==> src/rtl/cv32e40p_mult_voter.sv <==
// rtl/cv32e40p_mult_voter.sv - majority voter and replica health tracker for the triplicated multiplier
// Optional: define MULT_VOTER_ERR_CNT_EN to implement the saturating err_cnt_o counter (tied to 0 otherwise).

module cv32e40p_mult_voter #(
    parameter int unsigned THRESHOLD = 3,
    parameter int unsigned ERR_CNT_W = 16
) (
    input  logic                 clk,
    input  logic                 rst,
    input  logic                 enable_i,
    input  logic                 ex_ready_i,
    input  logic                 clear_i,
    input  logic [31:0]          result_1_i,
    input  logic [31:0]          result_2_i,
    input  logic [31:0]          result_3_i,
    input  logic [2:0]           multicycle_i,
    input  logic [2:0]           mulh_active_i,
    input  logic [2:0]           ready_i,
    output logic [31:0]          result_o,
    output logic                 multicycle_o,
    output logic                 mulh_active_o,
    output logic                 ready_o,
    output logic                 fault_o,
    output logic                 uncorrectable_o,
    output logic [2:0]           replica_failed_o,
    output logic [ERR_CNT_W-1:0] err_cnt_o
);

    typedef enum logic [1:0] {
        HEALTHY = 2'd0,
        SUSPECT = 2'd1,
        FAILED  = 2'd2
    } rep_state_e;

    localparam logic [3:0] THR = 4'(THRESHOLD);

    rep_state_e  state_q [3];
    rep_state_e  state_d [3];
    logic [3:0]  cnt_q   [3];
    logic [3:0]  cnt_d   [3];
    logic        fault_q, fault_d;
    logic        uncorr_q, uncorr_d;

    logic [2:0]  failed;
    logic [2:0]  ctrl_1, ctrl_2, ctrl_3;
    logic [31:0] maj_res, sel_res;
    logic [2:0]  maj_ctrl, sel_ctrl;
    logic        cmp_res;
    logic [2:0]  mis;
    logic        any_mis, single_mis;
    logic        uncorr_evt, fault_evt;

    // Control fields packed as {ready, mulh_active, multicycle} per replica
    assign ctrl_1 = {ready_i[0], mulh_active_i[0], multicycle_i[0]};
    assign ctrl_2 = {ready_i[1], mulh_active_i[1], multicycle_i[1]};
    assign ctrl_3 = {ready_i[2], mulh_active_i[2], multicycle_i[2]};

    assign failed   = {state_q[2] == FAILED, state_q[1] == FAILED, state_q[0] == FAILED};
    assign maj_res  = (result_1_i & result_2_i) | (result_1_i & result_3_i) | (result_2_i & result_3_i);
    assign maj_ctrl = (ctrl_1 & ctrl_2) | (ctrl_1 & ctrl_3) | (ctrl_2 & ctrl_3);

    // Voted source: majority while all healthy, otherwise the lowest-index healthy replica
    always_comb begin
        sel_res  = maj_res;
        sel_ctrl = maj_ctrl;
        if (failed[0]) begin
            sel_res  = result_2_i;
            sel_ctrl = ctrl_2;
        end else if (failed[1] || failed[2]) begin
            sel_res  = result_1_i;
            sel_ctrl = ctrl_1;
        end
    end

    assign result_o      = sel_res;
    assign multicycle_o  = sel_ctrl[0];
    assign mulh_active_o = sel_ctrl[1];
    assign ready_o       = sel_ctrl[2];

    // The result only counts once EX actually takes it; control bits count on every compare
    assign cmp_res = ready_o & ex_ready_i;
    assign mis[0]  = ~failed[0] & ((ctrl_1 != sel_ctrl) | (cmp_res & (result_1_i != sel_res)));
    assign mis[1]  = ~failed[1] & ((ctrl_2 != sel_ctrl) | (cmp_res & (result_2_i != sel_res)));
    assign mis[2]  = ~failed[2] & ((ctrl_3 != sel_ctrl) | (cmp_res & (result_3_i != sel_res)));

    // Two or more mismatches means no pair agrees; with a replica already out, any mismatch
    // means the surviving pair disagrees. Both leave no trustworthy majority.
    assign any_mis    = |mis;
    assign single_mis = (mis == 3'b001) | (mis == 3'b010) | (mis == 3'b100);
    assign uncorr_evt = enable_i & any_mis & ((|failed) | ~single_mis);
    assign fault_evt  = enable_i & single_mis & ~(|failed);

    // Per-replica health FSMs and sticky status next-state
    always_comb begin
        for (int k = 0; k < 3; k++) begin
            state_d[k] = state_q[k];
            cnt_d[k]   = cnt_q[k];
        end
        fault_d  = 1'b0;
        uncorr_d = uncorr_q;
        if (clear_i) begin
            for (int k = 0; k < 3; k++) begin
                state_d[k] = HEALTHY;
                cnt_d[k]   = 4'd0;
            end
            uncorr_d = 1'b0;
        end else if (uncorr_evt) begin
            uncorr_d = 1'b1;
        end else if (enable_i) begin
            fault_d = fault_evt;
            for (int k = 0; k < 3; k++) begin
                case (state_q[k])
                    HEALTHY: begin
                        if (mis[k]) begin
                            cnt_d[k]   = 4'd1;
                            state_d[k] = (THR == 4'd1) ? FAILED : SUSPECT;
                        end
                    end
                    SUSPECT: begin
                        if (mis[k]) begin
                            cnt_d[k] = cnt_q[k] + 4'd1;
                            if (cnt_q[k] + 4'd1 == THR) begin
                                state_d[k] = FAILED;
                            end
                        end else begin
                            cnt_d[k]   = 4'd0;
                            state_d[k] = HEALTHY;
                        end
                    end
                    default: ;
                endcase
            end
        end
    end

    // Status and health registers
    always_ff @(posedge clk or posedge rst) begin
        if (rst) begin
            for (int k = 0; k < 3; k++) begin
                state_q[k] <= HEALTHY;
                cnt_q[k]   <= 4'd0;
            end
            fault_q  <= 1'b0;
            uncorr_q <= 1'b0;
        end else begin
            for (int k = 0; k < 3; k++) begin
                state_q[k] <= state_d[k];
                cnt_q[k]   <= cnt_d[k];
            end
            fault_q  <= fault_d;
            uncorr_q <= uncorr_d;
        end
    end

    assign fault_o          = fault_q;
    assign uncorrectable_o  = uncorr_q;
    assign replica_failed_o = failed;

`ifdef MULT_VOTER_ERR_CNT_EN
    logic [ERR_CNT_W-1:0] err_cnt_q, err_cnt_d;

    // Saturating count of compare events that saw any mismatch
    always_comb begin
        err_cnt_d = err_cnt_q;
        if (clear_i) begin
            err_cnt_d = '0;
        end else if (enable_i && any_mis && !(&err_cnt_q)) begin
            err_cnt_d = err_cnt_q + 1'b1;
        end
    end

    // Error counter register
    always_ff @(posedge clk or posedge rst) begin
        if (rst) begin
            err_cnt_q <= '0;
        end else begin
            err_cnt_q <= err_cnt_d;
        end
    end

    assign err_cnt_o = err_cnt_q;
`else
    assign err_cnt_o = '0;
`endif

endmodule

==> config.mk <==
export PLATFORM = sky130hd
export DESIGN_NAME = cv32e40p_mult_voter
export DESIGN_NICKNAME = d
export VERILOG_FILES = /design/src/rtl/cv32e40p_mult_voter.sv
export SDC_FILE = /design/constraint.sdc
export NUM_CORES = 1
export LEC_CHECK = 0
export BUFFER_PORTS_ARGS = -buffer_cell sky130_fd_sc_hd__buf_4
export CAP_MARGIN = 20
export CELL_PAD_IN_SITES_DETAIL_PLACEMENT = 1
export CELL_PAD_IN_SITES_GLOBAL_PLACEMENT = 2
export CORE_MARGIN = 2
export CORE_UTILIZATION = 25
export DETAILED_ROUTE_END_ITERATION = 7
export GPL_TIMING_DRIVEN = 0
export PLACE_DENSITY_LB_ADDON = 0.1
export SYNTH_ARGS = -nofsm -noshare
export SYNTH_HDL_FRONTEND = slang
export SYNTH_SLANG_ARGS = --single-unit
==> constraint.sdc <==
create_clock -name clk -period 4.6 [get_ports clk]
set_input_delay 0.23 -clock clk [delete_from_list [all_inputs] [get_ports clk]]
set_output_delay 0.23 -clock clk [all_outputs]
set_load 0.005 [all_outputs]
==> run summary <==
setup TNS -> 0 ns
number of fill cells in the layout -> 2816
Final WS setup -> 0.203 ns
Setup CP Type -> reg -> reg
initial antenna violation count -> 0
share of post-route cells with drive strength above 1 -> 16.2%
Core Region -> 22000 sq um
GRT Util Overall -> 25.5%
Clock Pin Slew Worst Setup and Hold Paths -> 0.06 ns
DR WL/cell -> 24.9 um
multi-input logic area -> 4580 sq um
clock root buffer -> clkbuf_16
cts bufs inserted -> 3
I/O Pins -> 166
DP Cell Count -> 1248
Reg area -> 500 sq um
Primary FF master, synth -> dfrtp_1
EDFF count, synth -> 0
detailed router's first-iteration violation count -> 420
Arr. time, crit path -> 4.58 ns
Worst path depth -> 15
final setup fails -> 0
Async S/R FF share, synth -> 100%
HPWL after DPL -> 24.6 mm
clock sinks -> 20
reported leakage power -> 0.00282 uW
CP required -> 4.78 ns
CP max stage delay -> 0.66 ns
Hold Crit Class -> in -> async
Die ar. -> 23700 sq um
via/cell ratio -> 5.71
CP delay by family, top -> compound AO/OA/AOI/OAI gates
clock skew -> 0.00213 ns
Routed WL -> 31.1 mm
DRC violations left -> 0
syn_area_per_cell -> 6.62 sq um
grt ovf -> 0
Post-Syn Area -> 5630 sq um
critical path fanouts, max -> 10
final hold violation count -> 0
global-route wire length before repair -> 45.7 mm
register area share after synthesis -> 8.88%
CTS hold repair buffers -> 0
clk buf depth -> 2
H-tree depth -> 1
Pre-Repair DR Iteration Count -> 5
Max-slew headroom -> 17.4%
outcome -> complete, no violations
Layout area overhead -> 22.5%
Chip Width -> 154 um
Tmin final -> 4.40 ns
nets -> 1089
vias in the first global route -> 7000
fin cells -> 1252
Rows -> 54
pin count of the biggest net entering global routing -> 21
CTS tree -> yes
type of origin of the critical path -> flip-flop
PwrDens -> 143 nW/um^2
Slowest-stage cell, CP -> a221oi_1
diode count -> 0
Distinct cells, synth -> 71
unrepaired setup endpoints after global routing -> no
Die H -> 154 um
R2R cell count -> 15
Peak VDD IR -> 0.000111 V
final worst path period share -> 95.6%
Synth Warn # -> 0
Via Count -> 7143
GP Congestion -> 0.944
flops & latches, synth -> 20
Routed Antenna Nets -> 0
Worst-Margin Slew -> 1.21 ns
CP cell instances -> nand2b_1, buf_6, inv_4, o21ai_2, buf_4, clkbuf_1, nand3_1, a221oi_1, nand2_1, nor4_1, a211o_2, nand4_1, a21boi_4, or4_1, a21oi_1
pre-CTS WS -> 0.261 ns
Mapped Cells -> 851
fmax -> 227 MHz
Initial Utilization -> 25.7%
clk_lat worst skew -> 0.26 ns
IO buf count -> 102
crit end category -> flip-flop
MaxCap Viol Count -> 0
WP buf/inv -> 4
Slew Viols, Final -> 0
## placed cells by master, fill, tap and decap left out, types with 9 or more instances in the layout
| cell | Yosys | routed |
|---|---|---|
| buf_4 | 18 | 120 |
| a21oi_1 | 93 | 93 |
| clkbuf_1 | 65 | 63 |
| nand2_1 | 58 | 58 |
| xor2_1 | 49 | 49 |
| nor2_1 | 45 | 45 |
| o22ai_1 | 42 | 42 |
| inv_1 | 41 | 41 |
| nor2b_1 | 40 | 40 |
| nand2b_1 | 39 | 39 |
| o21ai_0 | 29 | 29 |
| nor4_1 | 24 | 23 |
| xnor2_1 | 22 | 22 |
| dfrtp_1 | 20 | 20 |
| nand4_1 | 19 | 19 |
| nand3_1 | 18 | 18 |
| a31oi_1 | 17 | 17 |
| conb_1 | 1 | 16 |
| nor3_1 | 14 | 14 |
| o2111ai_1 | 13 | 13 |
| a211oi_1 | 12 | 12 |
| mux2i_1 | 11 | 11 |
| nand3b_1 | 11 | 11 |
| nor3b_1 | 10 | 10 |
| o311a_1 | 9 | 9 |
## final timing paths
kind / start / endpoint / slack (ns)
min in group clk: enable_i / uncorrectable_o$_DFFE_PP0P_ / 0.27
hold / removal: rst / cnt_q[11]$_DFFE_PP0P_ / 0.15
max in group asynchronous: rst / cnt_q[8]$_DFFE_PP0P_ / 3.93
hold reg to reg: uncorrectable_o$_DFFE_PP0P_ / uncorrectable_o$_DFFE_PP0P_ / 0.52
setup / recovery: state_q[0]$_DFFE_PP0P_ / cnt_q[11]$_DFFE_PP0P_ / 0.20
setup reg to reg: state_q[0]$_DFFE_PP0P_ / cnt_q[11]$_DFFE_PP0P_ / 0.20
## power by group
group          total [uW]  leakage (uW)  internal [uW]  switching (uW)
registers             187      0.000277            181            5.73
logic                 590       0.00250            243             347
clock network         209     0.0000442            133            75.9
## layer usage
metal	global-route usage [%]	vias to the layer above	share of wire (%)	wire length [um]
met4	3.83	0	1.5	480
li1	-	3360	-	-
met5	0	-	0	0
met2	39.0	283	43	13300
met1	37.7	3469	48	14900
met3	4.79	31	8.0	2500
## state kept, by name, summed over array words and instances, names as in the netlist
name / flops
state_q: 6
fault_o: 1
uncorrectable_o: 1
cnt_q: 12
## area by class of cell
| cell class | instances | area share (%) |
|---|---|---|
| Tap cell | 280 | 5.08 |
| Buffer | 96 | 6.53 |
| Sequential cell | 20 | 7.25 |
| Multi-Input combinational cell | 707 | 66.4 |
| Inverter | 43 | 2.37 |
| Timing Repair Buffer | 102 | 11.1 |
| Clock buffer | 4 | 1.29 |
## logic make-up (layout without fill, tap and decap cells)
family / after synthesis / in the layout / synth area share [%]
other: 1 / 16 / 0.0666
XOR/XNOR: 71 / 71 / 11.0
multiplexers: 17 / 17 / 3.15
flip-flops: 20 / 20 / 8.88
buffers and inverters: 139 / 245 / 10.9
adder cells (fa/ha/maj): 7 / 7 / 1.58
AO/OA/AOI/OAI: 283 / 283 / 33.4
AND/OR/NAND/NOR: 313 / 313 / 31.0
## timing repair
item                       in CTS  in global routing
buffers inserted                0                  0
setup endpoints to repair       0                  4
resized for setup               0                  5
## stage by stage
step / utilization, % / hold slack, ns / area [sq um] / power (uW)
final: 31.4 / 0.148 / 6900 / 986
after global routing: 31.4 / 0.222 / 6900 / 1050
after CTS: 31.4 / 0.186 / 6890 / 983
after detailed placement: 31.0 / 0.471 / 6810 / 768
after global placement: 31.0 / 0.450 / 6810 / 767
after floorplan: - / 0.194 / 5690 / 525
## cells in the mapped netlist, types with 5 or more instances
cell type	n	area [sq um]
o311a_1	9	90.1
nand4_1	19	119
nor2b_1	40	250
mux2i_1	11	110
o2111ai_1	13	114
clkbuf_1	65	244
o22ai_1	42	263
a31oi_1	17	106
nor3_1	14	70.1
a21oi_1	93	465
mux2_2	6	67.6
o21ai_0	29	145
nand3b_1	11	82.6
nor3b_1	10	75.1
dfrtp_1	20	500
nand2b_1	39	244
nor4_1	24	150
a2111oi_0	6	52.6
a211oi_1	12	90.1
xor2_1	49	429
a22oi_1	5	37.5
xnor2_1	22	193
o21a_1	5	37.5
ha_1	6	75.1
a311oi_1	7	61.3
buf_1	7	26.3
nand3_1	18	90.1
or3b_2	7	61.3
and3b_1	7	61.3
nor2_1	45	169
buf_4	18	135
o211ai_1	7	52.6
nand2_1	58	218
inv_1	41	154
No activity file was read; power rests on OpenSTA's default activity.
